$ cat src/rtl/alu_pkg.sv
// Shared ALU definitions: func codes, branch conditions,
// flag bit positions and the default flag-update mask.
`timescale 1ns/1ps
package alu_pkg;

  localparam logic [3:0] FN_NOP = 4'd0;
  localparam logic [3:0] FN_ADD = 4'd1;
  localparam logic [3:0] FN_SUB = 4'd2;
  localparam logic [3:0] FN_CMP = 4'd3;
  localparam logic [3:0] FN_AND = 4'd4;
  localparam logic [3:0] FN_OR  = 4'd5;
  localparam logic [3:0] FN_MOV = 4'd6;
  localparam logic [3:0] FN_XOR = 4'd7;
  localparam logic [3:0] FN_NOT = 4'd8;
  localparam logic [3:0] FN_SHL = 4'd9;
  localparam logic [3:0] FN_SHR = 4'd10;
  localparam logic [3:0] FN_SAR = 4'd11;
  localparam logic [3:0] FN_ROL = 4'd12;
  localparam logic [3:0] FN_ROR = 4'd13;
  localparam logic [3:0] FN_DEC = 4'd14;
  localparam logic [3:0] FN_INC = 4'd15;

  localparam logic [2:0] COND_NEVER  = 3'd0;
  localparam logic [2:0] COND_ALWAYS = 3'd1;
  localparam logic [2:0] COND_EQ     = 3'd2;
  localparam logic [2:0] COND_NE     = 3'd3;
  localparam logic [2:0] COND_LT     = 3'd4;
  localparam logic [2:0] COND_GE     = 3'd5;
  localparam logic [2:0] COND_LTU    = 3'd6;
  localparam logic [2:0] COND_GEU    = 3'd7;

  localparam int ZF = 0;
  localparam int CF = 1;
  localparam int OF = 2;
  localparam int SF = 3;

  localparam logic [15:0] FLAG_MASK_DEFAULT = 16'hFEBE;

endpackage

$ cat src/rtl/alu_flag_unit_stack.sv
// LIFO of 4-bit flag snapshots with depth tracking and a
// sticky overflow/underflow error bit.
`timescale 1ns/1ps
module flag_stack #(
  parameter int DEPTH = 4
) (
  input  logic                     clk,
  input  logic                     rst,
  input  logic                     push,
  input  logic                     pop,
  input  logic                     clear_err,
  input  logic [3:0]               din,
  output logic [3:0]               dout,
  output logic                     pop_ok,
  output logic [$clog2(DEPTH):0]   depth,
  output logic                     full,
  output logic                     empty,
  output logic                     err
);

  localparam int DW = $clog2(DEPTH) + 1;
  localparam int IW = $clog2(DEPTH);

  logic [3:0]    mem [DEPTH];
  logic          push_ok;
  logic          err_set;
  logic [DW-1:0] depth_m1;
  logic [IW-1:0] wr_idx;
  logic [IW-1:0] rd_idx;

  assign full     = (depth == DW'(DEPTH));
  assign empty    = (depth == '0);
  assign push_ok  = push & ~pop & ~full;
  assign pop_ok   = pop & ~push & ~empty;
  assign err_set  = (push & ~pop & full)
                  | (pop & ~push & empty);
  assign depth_m1 = depth - DW'(1);
  assign wr_idx   = depth[IW-1:0];
  assign rd_idx   = depth_m1[IW-1:0];
  assign dout     = mem[rd_idx];

  // Entry storage; contents are meaningless after reset.
  always_ff @(posedge clk) begin
    if (push_ok)
      mem[wr_idx] <= din;
  end

  // Occupancy counter and sticky error (new error beats clear).
  always_ff @(posedge clk or posedge rst) begin
    if (rst) begin
      depth <= '0;
      err   <= 1'b0;
    end else begin
      if (push_ok)
        depth <= depth + DW'(1);
      else if (pop_ok)
        depth <= depth_m1;
      if (err_set)
        err <= 1'b1;
      else if (clear_err)
        err <= 1'b0;
    end
  end

endmodule

$ cat src/rtl/alu_flag_unit.sv
// Registers ALU result and flags, evaluates branch
// conditions and saves/restores flags through a LIFO.
`timescale 1ns/1ps
module alu_flag_unit
  import alu_pkg::*;
#(
  parameter int          STACK_DEPTH = 4,
  parameter logic [15:0] FLAG_MASK   = FLAG_MASK_DEFAULT
) (
  input  logic                          clk,
  input  logic                          rst,
  input  logic                          alu_valid,
  input  logic [3:0]                    alu_func,
  input  logic [7:0]                    alu_res,
  input  logic                          alu_zf,
  input  logic                          alu_of,
  input  logic                          alu_cf,
  input  logic                          alu_sf,
  input  logic [2:0]                    cond,
  input  logic                          flag_push,
  input  logic                          flag_pop,
  input  logic                          clear_err,
  output logic [7:0]                    res_q,
  output logic                          res_valid,
  output logic [3:0]                    flags_q,
  output logic                          branch_taken,
  output logic [$clog2(STACK_DEPTH):0]  stack_depth,
  output logic                          stack_full,
  output logic                          stack_empty,
  output logic                          stack_err
);

  logic [3:0] pop_data;
  logic       pop_ok;
  logic       alu_upd;

  assign alu_upd = alu_valid & FLAG_MASK[alu_func];

  flag_stack #(
    .DEPTH (STACK_DEPTH)
  ) u_stack (
    .clk       (clk),
    .rst       (rst),
    .push      (flag_push),
    .pop       (flag_pop),
    .clear_err (clear_err),
    .din       (flags_q),
    .dout      (pop_data),
    .pop_ok    (pop_ok),
    .depth     (stack_depth),
    .full      (stack_full),
    .empty     (stack_empty),
    .err       (stack_err)
  );

  // Result pipeline register; holds value on idle cycles.
  always_ff @(posedge clk or posedge rst) begin
    if (rst) begin
      res_q     <= '0;
      res_valid <= 1'b0;
    end else begin
      res_valid <= alu_valid;
      if (alu_valid)
        res_q <= alu_res;
    end
  end

  // Flag register; a successful pop beats an ALU update.
  always_ff @(posedge clk or posedge rst) begin
    if (rst)
      flags_q <= '0;
    else if (pop_ok)
      flags_q <= pop_data;
    else if (alu_upd)
      flags_q <= {alu_sf, alu_of, alu_cf, alu_zf};
  end

  // Branch condition decode from registered flags.
  always_comb begin
    branch_taken = 1'b0;
    unique case (cond)
      COND_NEVER:  branch_taken = 1'b0;
      COND_ALWAYS: branch_taken = 1'b1;
      COND_EQ:     branch_taken = flags_q[ZF];
      COND_NE:     branch_taken = ~flags_q[ZF];
      COND_LT:     branch_taken = flags_q[SF] ^ flags_q[OF];
      COND_GE:     branch_taken = ~(flags_q[SF] ^ flags_q[OF]);
      COND_LTU:    branch_taken = flags_q[CF];
      COND_GEU:    branch_taken = ~flags_q[CF];
      default:     branch_taken = 1'b0;
    endcase
  end

endmodule

$ cat config.mk
export PLATFORM = sky130hd
export DESIGN_NAME = alu_flag_unit
export DESIGN_NICKNAME = d
export VERILOG_FILES = /design/src/rtl/alu_pkg.sv /design/src/rtl/alu_flag_unit_stack.sv /design/src/rtl/alu_flag_unit.sv
export SDC_FILE = /design/constraint.sdc
export NUM_CORES = 1
export LEC_CHECK = 0
export ABC_AREA = 1
export CAP_MARGIN = 15
export CORE_UTILIZATION = 48
export CTS_CLUSTER_SIZE = 10
export DETAILED_ROUTE_END_ITERATION = 10
export PLACE_DENSITY = 0.8
export SYNTH_ARGS = -nofsm -noshare
export SYNTH_HDL_FRONTEND = slang
export SYNTH_SLANG_ARGS = --single-unit
$ cat constraint.sdc
create_clock -name clk -period 2 [get_ports clk]
set_input_delay 0.4 -clock clk [delete_from_list [all_inputs] [get_ports clk]]
set_output_delay 0.4 -clock clk [all_outputs]
set_load 0.02 [all_outputs]
Word-level counts from Yosys, hierarchy flattened
Memory sizes are Yosys's and may differ from the RTL's. Cells that the tools add are included.

Register bits after elaboration: 17. Bits in writable memories: 16. Bits in read-only memories: 16. Input port bits: 25. Output and inout port bits: 20. Logic and storage cells: 49. Memories: 2.

Add/subtract/negate cells: 2. Magnitude comparators: 1. Equal/unequal tests: 8. Multiplexer cells: 10. Bitwise operators: 16. Reduce and logical (&&, ||, !) cells: 5.

Memories: (no name shown) (words 16, bits a word 1, rd ports 1, clocked after Yosys merged registers in 0, write ports 0, RTL line alu_flag_unit.sv:37) `assign alu_upd = alu_valid & FLAG_MASK[alu_func];`; u_stack.mem (words 4, bits a word 4, rd ports 1, clocked after Yosys merged registers in 0, write ports 1, RTL line alu_flag_unit_stack.sv:24) `logic [3:0] mem [DEPTH];`.

Operators by type and width (number): $eq 3x3->1 const B (5); $mux 4 (2); $pmux 1 s8 (1); $and 1x1->1 (7); $not 1->1 (7); $eq 3x2->1 const B (2); $logic_not 3->1 (2); $mux 3 (2); $reduce_bool 2->1 (3); $lt 4x5->1 const B (1); $mux 1 (5); $add 3x1->3 const B (1); $eq 3x1->1 const B (1); $sub 3x1->3 const B (1); $or 1x1->1 (1); $xor 1x1->1 (1).

Depth between registers and ports, before layout
Word-level depth: 5. Gate-level depth with buffers: 10. Mapped depth without buffers: 9.

Modules after synthesis
A second synthesis with hierarchy kept.

Cells, all modules: 161. Area total of the unflattened synthesis: 1609.0 sq um.

Modules (own cells, without submodules): flag_stack (times used 1, cells each 87, area an instance 959.7 sq um, seq. area each 580.6 sq um); alu_flag_unit (times used 1, cells each 74, area an instance 649.4 sq um, seq. area each 325.3 sq um).

Worst setup path after synthesis
OpenSTA, ideal clock, no wires.

Kind: flip-flop to flip-flop. From: reg u_stack.depth[0]. To: reg flags_q[3]. Library setup time: 0.117 ns. Arrival time: 1.727 ns. Required time: 1.883 ns. Path slack: 0.156 ns. Cell stages (with the launch flop): 11. Buffers on the path: 2. Period minus slack after synthesis: 1.844 ns. Path through: dfrtp_1 > buf_6 > inv_4 > ha_1 > ha_1 > nand3b_4 > buf_12 > nand2_2 > nand2_1 > nand2_1 > nand2_1.

Word-level cells in the longest chain between the ends: 4. Elaborated cells between the ends (all ways): 7. Those cells by class: 1 x add/sub; 1 x mux; 2 x bitwise; 2 x reduce/logical; 1 x memory.

Ends and longest elaborated chain: start, declared (RTL line alu_flag_unit_stack.sv:15) `output logic [$clog2(DEPTH):0] depth,`; start signal, assigned (RTL line alu_flag_unit_stack.sv:55) `depth <= depth + DW'(1);`; start signal, assigned (RTL line alu_flag_unit_stack.sv:57) `depth <= depth_m1;`; $logic_not 3->1 * (RTL line alu_flag_unit_stack.sv:32) `assign empty = (depth == '0);`; via stack_empty (RTL line alu_flag_unit.sv:29) `output logic stack_empty,`; $not 1->1 * (RTL line alu_flag_unit_stack.sv:34) `assign pop_ok = pop & ~push & ~empty;`; $and 1x1->1 * (RTL line alu_flag_unit_stack.sv:34); $mux 4 / $reduce_bool 2->1 (equally long branches); end signal, assigned (RTL line alu_flag_unit.sv:73) `flags_q <= pop_data;`; end signal, assigned (RTL line alu_flag_unit.sv:75) `flags_q <= {alu_sf, alu_of, alu_cf, alu_zf};`; end, declared (RTL line alu_flag_unit.sv:25) `output logic [3:0] flags_q,`.

The timed path passes the listed nets; every way through them passes the cells marked *. A chain may end at the register's enable or synchronous reset.

Worst setup path after layout
From: reg flags_q[3]. To: out flags_q[3].

No word-level cell between the ends.

==> results.py <==
metrics = {
    "floorplan": {
        "die_w_um": 60.86,
        "die_h_um": 60.86,
        "start_util_pct": 49.83,
        "ioPinCount": 45,
        "coreArea_mm2": 0.003337,
        "die-area_mm2": 0.003703,
        "rows": 21,
    },
    "yosys": {
        "ys_ff_latch": 33,
        "synth-warning-count": 0,
        "synth_simple_gate_area_share_pct": 22.42,
        "syn_area_mm2": 0.001663,
        "synth_compound_area_share_pct": 2.784,
        "synthMuxAreaShare_pct": 5.418,
        "synthArstFlopShare_pct": 51.52,
        "netlist_top_cells_area": "edfxtp_1 29%, dfrtp_1 26%, nand2_1 11%",
        "synth_top_family_by_area": "simple AND/OR/NAND/NOR gates",
        "avgSynthCellArea_um2": 9.781,
        "seq_area_frac_synth_pct": 54.48,
        "synth-xor-area-share_pct": 1.053,
        "yosysUniqueCellTypes": 24,
        "ys.flop_type": "dfrtp_1",
        "syn_inst": 170,
        "yosysMostFrequentCell": "nand2_1",
        "synth_top_area_share_pct": 28.89,
        "synth_edf_count": 16,
        "synth_top_cell_by_area": "edfxtp_1",
        "syn_nets": 201,
        "synth_fa_ha_area_share_pct": 4.515,
        "ys_top_cells_by_count": "47 x nand2_1, 26 x inv_1, 17 x dfrtp_1",
    },
    "global_routing": {
        "antenna_found_initial": 0,
        "grt_pass1_vias": 1240,
        "track_usage_pct": 21.53,
        "grt_start_max_net_pins": 18,
        "overflow": 0,
        "grt_pass1_wl_um": 5547,
    },
    "cts": {
        "cts_buffers": 5,
        "path_clk_slew_ns": 0.10,
        "clkSinkCount": 33,
        "clk_latency_ns": 0.34,
        "hold_buffers": 0,
        "htree_levels": 2,
        "cts_root_buffer": "clkbuf_4",
        "clk_path_buf_depth": 2,
        "cts_tree": "done",
    },
    "placement": {
        "gp_congestion": 0.7778,
        "port_buffers": 44,
        "place_hpwl_um": 2506,
        "dp_slack_ns": -0.4039,
    },
    "timing": {
        "setup_slack_ns": 0.1061,
        "min_period_ns": 1.894,
        "hold_viol": 0,
        "setup-violations-final": 0,
        "grt_setup_unrepaired": "false",
        "finClkSkew_ns": 0.01137,
        "fmax_mhz": 528.0,
        "drv_slew": 0,
        "timing.final.crit_share_pct": 94.69,
        "worst_slew_pin_slew_ns": 0.4428,
        "slew_headroom_pct": 70.39,
    },
    "worst_setup_path": {
        "path_max_fanout": 6,
        "crit_required_ns": 1.60,
        "startpoint_type": "register",
        "worstPathArrival_ns": 1.49,
        "ff2ff_setup_slack_ns": 0.37,
        "timing.setup.critical_path_class": "register to primary output",
        "end_kind": "primary output",
    },
    "routing": {
        "drc": 0,
        "wl_per_cell_um": 12.00,
        "drt_pass1_iterations": 4,
        "drtIter0Drc": 34,
        "drt-total-wl_um": 3287,
        "drtAntennaViolNets": 0,
        "via_per_inst": 4.588,
        "dr_total_vias": 1257,
    },
    "finish": {
        "final_nets": 258,
        "fin_util_pct": 67.30,
        "areaGrowthSynthToFinish_pct": 35.06,
        "drive_above_1_share_pct": 18.86,
        "n_antenna_cell": 0,
    },
    "status": {
        "status": "finished clean",
    },
    "worst_hold_path": {
        "hp-class": "input port to asynchronous set/reset pin",
    },
    "run": {
        "max-cap-violations": 0,
    },
    "pwr": {
        "p_leak_nw": 1.063,
        "powerDensity_mw_per_mm2": 1142,
        "ir_drop_v": 0.0006784,
    },
}
==> sequential cells by signal, summed over array words and instances, names as in the netlist <==
name and count:
flags_q 4, res_q 8, res_valid 1, u_stack.depth 3, u_stack.err 1, u_stack.mem 16
==> worst max-delay path: stages, from the launching register on <==
cell	delay (ns)
dfrtp_1	0.40
buf_4	0.16
clkdlybuf4s50_1	0.60
==> final timing paths <==
check,to,depth (start not counted),start
worst max register to register,flags_q[3]$_DFFE_PP0P_,9,u_stack.depth[0]$_DFFE_PP0P_
worst min register to register,res_q[4]$_DFFE_PP0P_,1,res_q[4]$_DFFE_PP0P_
worst min-delay path,flags_q[0]$_DFFE_PP0P_,3,rst
min in group clk,res_q[4]$_DFFE_PP0P_,1,res_q[4]$_DFFE_PP0P_
max in group asynchronous,flags_q[2]$_DFFE_PP0P_,3,rst
worst max-delay path,flags_q[3],2,flags_q[3]$_DFFE_PP0P_
==> final cells by class <==
cell class,count,area (um2)
inverters,31,118.9
well taps,46,57.56
clock buffers,8,48.80
repair buffers,53,506.7
flip-flops and latches,33,905.9
fillers,285,1091
multi-input cells,103,608.1
==> layer usage <==
metal | track usage [%] | share of wire (%) | vias up
li1 | - | - | 647
met1 | 26.93 | 44 | 570
met2 | 34.54 | 49 | 34
met3 | 8.102 | 5.9 | 6
met4 | 7.468 | 1.4 | 0
met5 | 0 | 0 | -
==> cell families after synthesis <==
| kind of cell | Yosys count |
|---|---|
| muxes | 8 |
| and+or+nand+nor | 81 |
| AOI/OAI and AO/OA | 6 |
| xor gates and xnor gates | 2 |
| DFF | 33 |
| adders and majority gates | 6 |
| buffers and inverters | 34 |
==> timing repair <==
| item | CTS | global route |
|---|---|---|
| endpoints found under the setup margin | 3 | 4 |
| pin swaps | 0 | 3 |
| resized for setup | 7 | 9 |
| buffers inserted | 0 | 0 |
==> through the flow <==
step                      power, mW  TNS (ns)  instance area [um2]  std cells  hold slack [ns]
final                         2.564         0                 2246        274           0.3723
after global routing          2.774         0                 2246        274           0.4018
after CTS                     2.581         0                 2233        274           0.3741
after detailed placement      2.246   -0.4039                 2192        266           0.5001
after global placement        2.213   -0.3657                 2192        266           0.4890
after floorplan               1.736         0                 1663        170           0.3261
==> power breakdown <==
group | internal (mW) | switching (mW) | total (mW) | leakage (nW)
clock network | 0.140 | 0.210 | 0.350 | 0.0265
logic | 0.551 | 0.720 | 1.27 | 0.687
registers | 0.870 | 0.0723 | 0.942 | 0.349
==> placed cells by master, fill, tap and decap left out, types with 3 or more instances in the layout <==
master / netlist / routed
buf_4: 0 / 9
nand3_1: 16 / 16
dfrtp_1: 17 / 17
inv_2: 4 / 5
clkbuf_4: 0 / 5
edfxtp_1: 16 / 16
clkdlybuf4s50_1: 0 / 40
ha_1: 6 / 6
clkbuf_1: 0 / 3
nand2_1: 47 / 46
nand2_2: 6 / 7
inv_1: 26 / 25
mux2_2: 8 / 8
nor2_1: 7 / 7
Note: power is estimated with default switching activity, not from simulation.
